## src/rtl/mcu_scheduler.sv

```systemverilog
// Merges Y/Cb/Cr 8x8 block streams into one MCU-ordered stream (Y0..Y(N-1), Cb, Cr),
// buffering Cr while Cb passes through. Define MCU_SCHED_CHECK_EN to add the framing_err check.
module mcu_scheduler #(
  parameter int Y_BLOCKS = 4,
  parameter int DATA_W   = 8
) (
  input  logic              clk,
  input  logic              rst_n,
  input  logic [DATA_W-1:0] y_axis_tdata,
  input  logic              y_axis_tvalid,
  output logic              y_axis_tready,
  input  logic              y_axis_tlast,
  input  logic [DATA_W-1:0] cb_axis_tdata,
  input  logic              cb_axis_tvalid,
  output logic              cb_axis_tready,
  input  logic              cb_axis_tlast,
  input  logic [DATA_W-1:0] cr_axis_tdata,
  input  logic              cr_axis_tvalid,
  output logic              cr_axis_tready,
  input  logic              cr_axis_tlast,
  output logic [DATA_W-1:0] m_axis_tdata,
  output logic              m_axis_tvalid,
  input  logic              m_axis_tready,
  output logic              m_axis_tlast,
  output logic              m_axis_tuser,
  output logic [1:0]        m_axis_tid,
  output logic              mcu_done
`ifdef MCU_SCHED_CHECK_EN
  ,
  output logic              framing_err
`endif
);

  localparam logic [1:0] S_Y  = 2'd0;
  localparam logic [1:0] S_CB = 2'd1;
  localparam logic [1:0] S_CR = 2'd2;
  localparam logic [1:0] BLK_LAST = 2'(Y_BLOCKS - 1);

  logic [1:0]        state_q, state_d;
  logic [5:0]        beat_cnt_q, beat_cnt_d;
  logic [1:0]        blk_cnt_q, blk_cnt_d;
  logic              mcu_done_q, mcu_done_d;
  logic [DATA_W-1:0] cr_buf_q [64];

  logic              m_valid_c;
  logic [DATA_W-1:0] m_data_c;
  logic [1:0]        tid_c;
  logic              y_rdy_c;
  logic              cbcr_rdy_c;
  logic              xfer;
  logic              last_beat;

  assign last_beat = (beat_cnt_q == 6'd63);
  assign xfer      = m_valid_c & m_axis_tready;

  always_comb begin
    m_valid_c  = 1'b0;
    m_data_c   = '0;
    tid_c      = 2'd0;
    y_rdy_c    = 1'b0;
    cbcr_rdy_c = 1'b0;
    case (state_q)
      S_Y: begin
        m_valid_c = y_axis_tvalid;
        m_data_c  = y_axis_tdata;
        tid_c     = 2'd0;
        y_rdy_c   = m_axis_tready;
      end
      S_CB: begin
        m_valid_c  = cb_axis_tvalid & cr_axis_tvalid;
        m_data_c   = cb_axis_tdata;
        tid_c      = 2'd1;
        cbcr_rdy_c = m_axis_tready & cb_axis_tvalid & cr_axis_tvalid;
      end
      S_CR: begin
        m_valid_c = 1'b1;
        m_data_c  = cr_buf_q[beat_cnt_q];
        tid_c     = 2'd2;
      end
      default: ;
    endcase
  end

  always_comb begin
    state_d    = state_q;
    beat_cnt_d = beat_cnt_q;
    blk_cnt_d  = blk_cnt_q;
    mcu_done_d = 1'b0;
    if (xfer) begin
      beat_cnt_d = beat_cnt_q + 6'd1;
      if (last_beat) begin
        case (state_q)
          S_Y: begin
            if (blk_cnt_q == BLK_LAST) begin
              blk_cnt_d = 2'd0;
              state_d   = S_CB;
            end else begin
              blk_cnt_d = blk_cnt_q + 2'd1;
            end
          end
          S_CB: state_d = S_CR;
          S_CR: begin
            state_d    = S_Y;
            mcu_done_d = 1'b1;
          end
          default: state_d = S_Y;
        endcase
      end
    end
    if (state_q == 2'd3) state_d = S_Y;
  end

  always_ff @(posedge clk or negedge rst_n) begin
    if (!rst_n) begin
      state_q    <= S_Y;
      beat_cnt_q <= 6'd0;
      blk_cnt_q  <= 2'd0;
      mcu_done_q <= 1'b0;
    end else begin
      state_q    <= state_d;
      beat_cnt_q <= beat_cnt_d;
      blk_cnt_q  <= blk_cnt_d;
      mcu_done_q <= mcu_done_d;
    end
  end

  // Cr is captured beat-aligned with Cb and replayed in the following block
  always_ff @(posedge clk) begin
    if (xfer && (state_q == S_CB)) cr_buf_q[beat_cnt_q] <= cr_axis_tdata;
  end

  // Outputs are forced low while reset is held, independent of the clock
  assign m_axis_tvalid  = rst_n & m_valid_c;
  assign m_axis_tdata   = rst_n ? m_data_c : '0;
  assign m_axis_tid     = rst_n ? tid_c : 2'd0;
  assign m_axis_tuser   = rst_n & (beat_cnt_q == 6'd0);
  assign m_axis_tlast   = rst_n & last_beat;
  assign y_axis_tready  = rst_n & y_rdy_c;
  assign cb_axis_tready = rst_n & cbcr_rdy_c;
  assign cr_axis_tready = rst_n & cbcr_rdy_c;
  assign mcu_done       = mcu_done_q;

`ifdef MCU_SCHED_CHECK_EN
  logic framing_err_q, framing_err_d;

  always_comb begin
    framing_err_d = framing_err_q;
    if (xfer && (state_q == S_Y) && (y_axis_tlast != last_beat)) framing_err_d = 1'b1;
    if (xfer && (state_q == S_CB) &&
        ((cb_axis_tlast != last_beat) || (cr_axis_tlast != last_beat))) framing_err_d = 1'b1;
  end

  always_ff @(posedge clk or negedge rst_n) begin
    if (!rst_n) framing_err_q <= 1'b0;
    else        framing_err_q <= framing_err_d;
  end

  assign framing_err = framing_err_q;
`else
  logic unused_tlast;
  assign unused_tlast = y_axis_tlast ^ cb_axis_tlast ^ cr_axis_tlast;
`endif

endmodule

```

## config.mk

```make
export PLATFORM = sky130hd
export DESIGN_NAME = mcu_scheduler
export DESIGN_NICKNAME = d
export VERILOG_FILES = /design/src/rtl/mcu_scheduler.sv
export SDC_FILE = /design/constraint.sdc
export NUM_CORES = 1
export LEC_CHECK = 0
export ABC_AREA = 1
export CAP_MARGIN = 20
export CORE_ASPECT_RATIO = 1.5
export CORE_UTILIZATION = 55
export CTS_BUF_LIST = sky130_fd_sc_hd__clkbuf_8
export DETAILED_ROUTE_END_ITERATION = 12
export GPL_ROUTABILITY_DRIVEN = 0
export PLACE_DENSITY = 0.8
export SYNTH_ARGS = -nofsm -noshare
export SYNTH_HDL_FRONTEND = slang
export SYNTH_SLANG_ARGS = --single-unit
```

## constraint.sdc

```tcl
create_clock -name clk -period 2.5 [get_ports clk]
set_input_delay 0.5 -clock clk [delete_from_list [all_inputs] [get_ports clk]]
set_output_delay 0.5 -clock clk [all_outputs]
set_load 0.05 [all_outputs]
```

==> out/metrics.cfg, run 1 <==
[critical_path]
critPathMaxStageDelay_ns = 0.45
critPathCaptureType = output port
r2r_start = state_q[1]
crit_start = beat_cnt_q[0]
cp_top_family = simple AND/OR/NAND/NOR gates
critPathBufInv = 4
r2r_setup_slack_ns = 0.10
worstPathArrival_ns = 3.04
startpoint_type = flop
cpMaxStageDelayCell = dfrtp_4
cp_common_cell = nand2_1
cp_max_fo = 11
worstPathRequired_ns = 2.00
cp_cell_sequence = buf_12 > buf_12 > clkbuf_16 > nand2_1 > nand2_1 > nand2_1 > nand2_1 > nand2_1 > nand2_1 > nand2_1 > nand2_2 > nor2_2 > nand2_1 > nand2_2 > a21oi_4 > buf_12
critical_path_class = flop to output port

[power_and_ir_drop]
peakVddDrop_v = 0.0006390
power_density_nw_per_um2 = 1061
p_leak_nw = 11.88

[synthesis]
synth-main-ff-cell = edfxtp_1
syn_area_per_cell_um2 = 10.07
synth_common_cells = nand2_1 (1,402), edfxtp_1 (512), nor2_1 (104)
synthMuxAreaShare_pct = 0
yosysTopAreaCell = edfxtp_1
synth_edf_count = 512
ys_top_cells_by_area = edfxtp_1 (67%), nand2_1 (23%), nor2_1 (1.7%)
yosysWarnings = 0
synth_top_family_by_area = simple AND/OR/NAND/NOR gates
yosys.area.top_type_share_pct = 67.48
synthCells = 2262
synth_adder_area_share_pct = 0.1647
synthArstFlopShare_pct = 2.103
syn_area_um2 = 22790
ys_types = 30
synth_xor_area_share_pct = 0.1922
synth-simple-area-share_pct = 25.88
yosysMostFrequentCell = nand2_1
synth_compound_area_share_pct = 0.9994
ys_seq_area_share_pct = 68.68
synthesis.nets = 2298
synth_seq_cells = 523

[timing]
fmax_mhz = 282.1
setup_ws_ns = -1.044
hold_viol = 0
worst_slew_margin_rel_pct = 31.12
min_period_ns = 3.544
min_period_over_period_pct = 141.8
max_slew.worst_pin.slew_ns = 1.033
rsz0062_at_grt = true
report.final.slew_viol_count = 0
fin_skew_ns = 0.03495
finalSetupViolations = 11

[detailed_routing]
routed_via_density = 5.859
dr.first_iter.drc_count = 2270
antenna_left = 0
routed_wl_um = 67240
wl_per_cell_um = 21.98
drc_errors = 0
vias = 17920
drt-pass1-iter-count = 6

[placement]
dpl.hpwl_um = 34820
placed_area_um2 = 24830
io_buffers = 46

[clock_tree]
clk_pin_slew_worst_paths_ns = 0.08
htreeDepth = 3
cts_tree = yes
clk_latency_ns = 0.66
cts_buffers = 70
cts_sinks = 523
cts_buffer_depth = 3
postCtsHoldBufs = 0
cts_root_buf = clkbuf_8

[layout]
area_growth_pct = 22.03
drive_gt1_share_pct = 18.73
fin_util_pct = 67.83
fillers = 2557
final_nets = 2527
fin_area_um2 = 27800

[global_routing]
grt_pass1_vias = 17330
antenna_found_initial = 1
grt_max_degree = 65
grt.total_usage_pct = 29.39
grt_overflow = 0
grt_pass1_wl_um = 92870

[outcome]
status = finished with violations
violations = setup timing

[floorplanning]
coreArea_um2 = 40990
io_pins = 50
die-area_um2 = 42260
chipHeight_um = 251.3
num_rows = 91
initial_utilization_pct = 55.59
fp.dieW_um = 168.2

[run]
maxCapViolCount = 0

[worst_hold_path]
hold_class = input pin to async pin

## cell type report
class | count | area [um2] | share of cell area [%]
clock buffer | 75 | 1032 | 3.713
timing repair buffer | 259 | 3102 | 11.16
timing repair inverter | 2 | 32.53 | 0.1170
tap | 511 | 639.4 | 2.300
multi-input combinational | 1588 | 6680 | 24.03
inverter | 47 | 211.5 | 0.7605
sequential | 523 | 15660 | 56.33
antenna | 1 | 2.502 | 0.009000
clock inverter | 53 | 442.9 | 1.593
## worst register-to-register path, delay by kind of cell, from the launching register on
| kind | cells | cell delay [ns] |
|---|---|---|
| simple gates | 7 | 1.20 |
| flops | 1 | 0.45 |
| buf+inv | 2 | 0.44 |
## cell usage in the layout (no fill, tap or decap), types with 22 or more instances in the layout
master,n
buf_12,46
nand2_2,67
buf_4,144
clkbuf_8,75
nor2_1,86
inv_1,52
edfxtp_1,512
nand2_1,1326
clkdlybuf4s50_1,22
## per-stage QoR
stage               hold WS, ns  worst slack (ns)  std cells  power, W  setup TNS, ns
global placement         0.4566           -0.2232       2888   0.01880         -2.355
global route             0.3544            -1.084       3059   0.03054         -8.845
detailed placement       0.4658           -0.2665       2888   0.01903         -3.741
floorplan                0.2044            0.1259       2262   0.01631              0
CTS                      0.3321           -0.8253       3039   0.02756         -7.042
finish                   0.3711            -1.044       3059   0.02951         -8.102
## report_power, final
part	switching [W]	leakage, nW	internal (W)
sequential	0.0000951	4.73	0.00968
clock	0.00320	0.813	0.00363
combinational	0.00824	6.33	0.00466
total	0.0115	11.9	0.0180
## repair_timing
action / CTS / global route
buffers inserted: 9 / 14
gates resized for setup: 99 / 101
endpoints found under the hold margin: 0 / 0
pin swaps: 39 / 67
cloned: 16 / 9
endpoints found under the setup margin: 11 / 16
## cells by family after synthesis
logic type | after synthesis
AO/OA/AOI/OAI | 36
buffers and inverters | 151
adder cells (fa/ha/maj) | 3
flip-flops | 523
AND/OR/NAND/NOR | 1544
XOR/XNOR | 5
## flip-flops by register name, indices dropped and copies added (netlist names)
register    flops
mcu_done        1
beat_cnt_q      6
blk_cnt_q       2
cr_buf_q      512
state_q         2
## metal layers
layer / GRT usage, % / routed length (um)
met1: 32.39 / 21050
met2: 50.96 / 33950
met3: 5.841 / 7888
met4: 20.57 / 4361
met5: 0 / 0
## worst paths after layout
path | to | depth (start not counted)
worst max-delay path | m_axis_tdata[7] | 16
worst min-delay path | beat_cnt_q[4] | 2
worst max register to register | cr_buf_q[53][3] | 9
worst min register to register | blk_cnt_q[1] | 2
max in group asynchronous | state_q[0] | 2
min in group clk | cr_buf_q[30][2] | 1
Power figures use the tool's default switching activity.
==> run 2: changes to the inputs <==
--- a/config.mk
+++ b/config.mk
@@ -13,6 +13,7 @@
 export DETAILED_ROUTE_END_ITERATION = 12
 export GPL_ROUTABILITY_DRIVEN = 0
 export PLACE_DENSITY = 0.8
+export SKIP_LAST_GASP = 1
 export SYNTH_ARGS = -nofsm -noshare
 export SYNTH_HDL_FRONTEND = slang
 export SYNTH_SLANG_ARGS = --single-unit
==> out/metrics.cfg, run 2 (synthesized netlist as in run 1, its figures left out) <==
[timing]
fmax_mhz = 282.6
min_period_ns = 3.539
hold_viol = 0
report.final.slew_viol_count = 0
setup_ws_ns = -1.039
worst_slew_margin_rel_pct = 32.32
max_slew.worst_pin.slew_ns = 1.015
fin_skew_ns = 0.02847
rsz0062_at_grt = true
min_period_over_period_pct = 141.5
finalSetupViolations = 11

[floorplanning]
fp.dieW_um = 168.2
die-area_um2 = 42260
coreArea_um2 = 40990
chipHeight_um = 251.3
initial_utilization_pct = 55.59
io_pins = 50
num_rows = 91

[global_routing]
grt_overflow = 0
antenna_found_initial = 1
grt.total_usage_pct = 29.38
grt_pass1_wl_um = 92750
grt_max_degree = 65
grt_pass1_vias = 17280

[detailed_routing]
drc_errors = 0
routed_wl_um = 63360
dr.first_iter.drc_count = 2001
antenna_left = 0
vias = 17460
drt-pass1-iter-count = 6
wl_per_cell_um = 20.80
routed_via_density = 5.730

[critical_path]
critPathCaptureType = output port
worstPathRequired_ns = 2.00
worstPathArrival_ns = 3.04
startpoint_type = flop
critical_path_class = flop to output port
cp_max_fo = 6

[power_and_ir_drop]
p_seq_share_pct = 34.0
intPower_w = 0.01761
p_leak_nw = 11.74
peakVddDrop_v = 0.0006348
pwr-share-comb_pct = 42.2
switchingPower_w = 0.01105
clkPwrFrac_pct = 23.7
power_density_nw_per_um2 = 1044
switching_share_pct = 38.55

[clock_tree]
clk_latency_ns = 0.66
clk_pin_slew_worst_paths_ns = 0.07
htreeDepth = 3
cts_tree = yes
cts_buffers = 70
cts_buffer_depth = 3
cts_root_buf = clkbuf_8
cts_sinks = 523

[layout]
drive_gt1_share_pct = 17.55
fin_area_um2 = 27460
top_register = cr_buf_q
final_common_cell = nand2_1
largest_reg_flops = 512
final_nets = 2515
area_growth_pct = 20.50
reg_top3 = cr_buf_q: 512 flops, beat_cnt_q: 6 flops
layout_common_cells = nand2_1 (1,339), edfxtp_1 (512), buf_4 (142)

[placement]
dpl.hpwl_um = 34820
placed_area_um2 = 24830
dp_slack_ns = -0.2665
io_buffers = 46

[outcome]
violations = setup timing
status = finished with violations

[worst_hold_path]
hold_class = input pin to async pin

[run]
maxCapViolCount = 0

[run 2: cell types whose count changed in the layout (fill, tap and decap cells not counted), moves of 4 or more]
cell / previous run / this run
buf_12: 46 / 42
clkbuf_16: 9 / 4
nand2_1: 1326 / 1339
nand2_2: 67 / 58
nand2_4: 11 / 7
nor2_1: 86 / 90
[run 2: layout make-up]
class / instances / area [um2]
Timing Repair inverter: 2 / 32.53
Clock inverter: 53 / 442.9
Inverter: 47 / 207.7
Tap cell: 511 / 639.4
Multi-Input combinational cell: 1588 / 6575
Timing Repair Buffer: 247 / 2863
Fill cell: 2653 / 13530
Clock buffer: 75 / 1032
Antenna cell: 1 / 2.502
Sequential cell: 523 / 15660
[run 2: path summary, 6_finish.rpt]
path	from	to	slack [ns]	depth (start not counted)
worst max-delay path	beat_cnt_q[0]	m_axis_tdata[0]	-1.04	17
worst min-delay path	rst_n	beat_cnt_q[4]	0.37	2
worst max register to register	state_q[1]	cr_buf_q[28][5]	0.12	8
worst min register to register	blk_cnt_q[1]	blk_cnt_q[1]	0.48	2
max in group asynchronous	rst_n	state_q[1]	1.94	2
min in group clk	cr_axis_tdata[2]	cr_buf_q[30][2]	0.38	1
[run 2: metal layers]
| layer | part of all wire, % | vias to the layer above | track usage [%] |
|---|---|---|---|
| met4 | 7.3 | 0 | 20.44 |
| met3 | 10 | 334 | 5.652 |
| li1 | - | 7758 | - |
| met2 | 50 | 1204 | 51.02 |
| met5 | 0 | - | 0 |
| met1 | 32 | 8163 | 32.48 |
[run 2: repair_timing]
item / in CTS / in global routing
pin swaps: 39 / 39
gates cloned: 16 / 5
endpoints found under the setup margin: 11 / 16
resized for setup: 92 / 68
buffers inserted: 9 / 6
hold buffers: 0 / 0
[run 2: power by group through the flow]
stage / clock network (W) / registers, W / logic (W)
2_1_floorplan: 0 / 0.00988 / 0.00643
3_3_place_gp: 0 / 0.00995 / 0.00885
3_5_place_dp: 0 / 0.00996 / 0.00907
4_1_cts: 0.00679 / 0.00976 / 0.0110
5_1_grt: 0.00718 / 0.00975 / 0.0128
6_report: 0.00681 / 0.00976 / 0.0121
[run 2: critical path: stages (launching register included)]
cell and delay [ns]:
dfrtp_4 0.50, buf_12 0.17, inv_12 0.09, buf_12 0.15, clkbuf_16 0.15, nand2_1 0.06
nand2_1 0.08, nand2_1 0.06, nand2_1 0.08, nand2_1 0.07, nand2_1 0.18, nand2_1 0.09
nand2_1 0.14, nor2_4 0.08, nand2_2 0.08, nand2_2 0.08, a21oi_4 0.15, buf_12 0.15
[run 2: stage by stage]
stage / hold WS [ns] / power (W) / setup TNS, ns / instances / util [%]
finish: 0.3683 / 0.02866 / -7.939 / 3047 / 66.98
floorplan: 0.2044 / 0.01631 / 0 / 2262 / -
global placement: 0.4566 / 0.01880 / -2.355 / 2888 / 60.59
CTS: 0.3321 / 0.02752 / -7.285 / 3039 / 66.21
global route: 0.3806 / 0.02976 / -8.698 / 3047 / 66.98
detailed placement: 0.4658 / 0.01903 / -3.741 / 2888 / 60.59
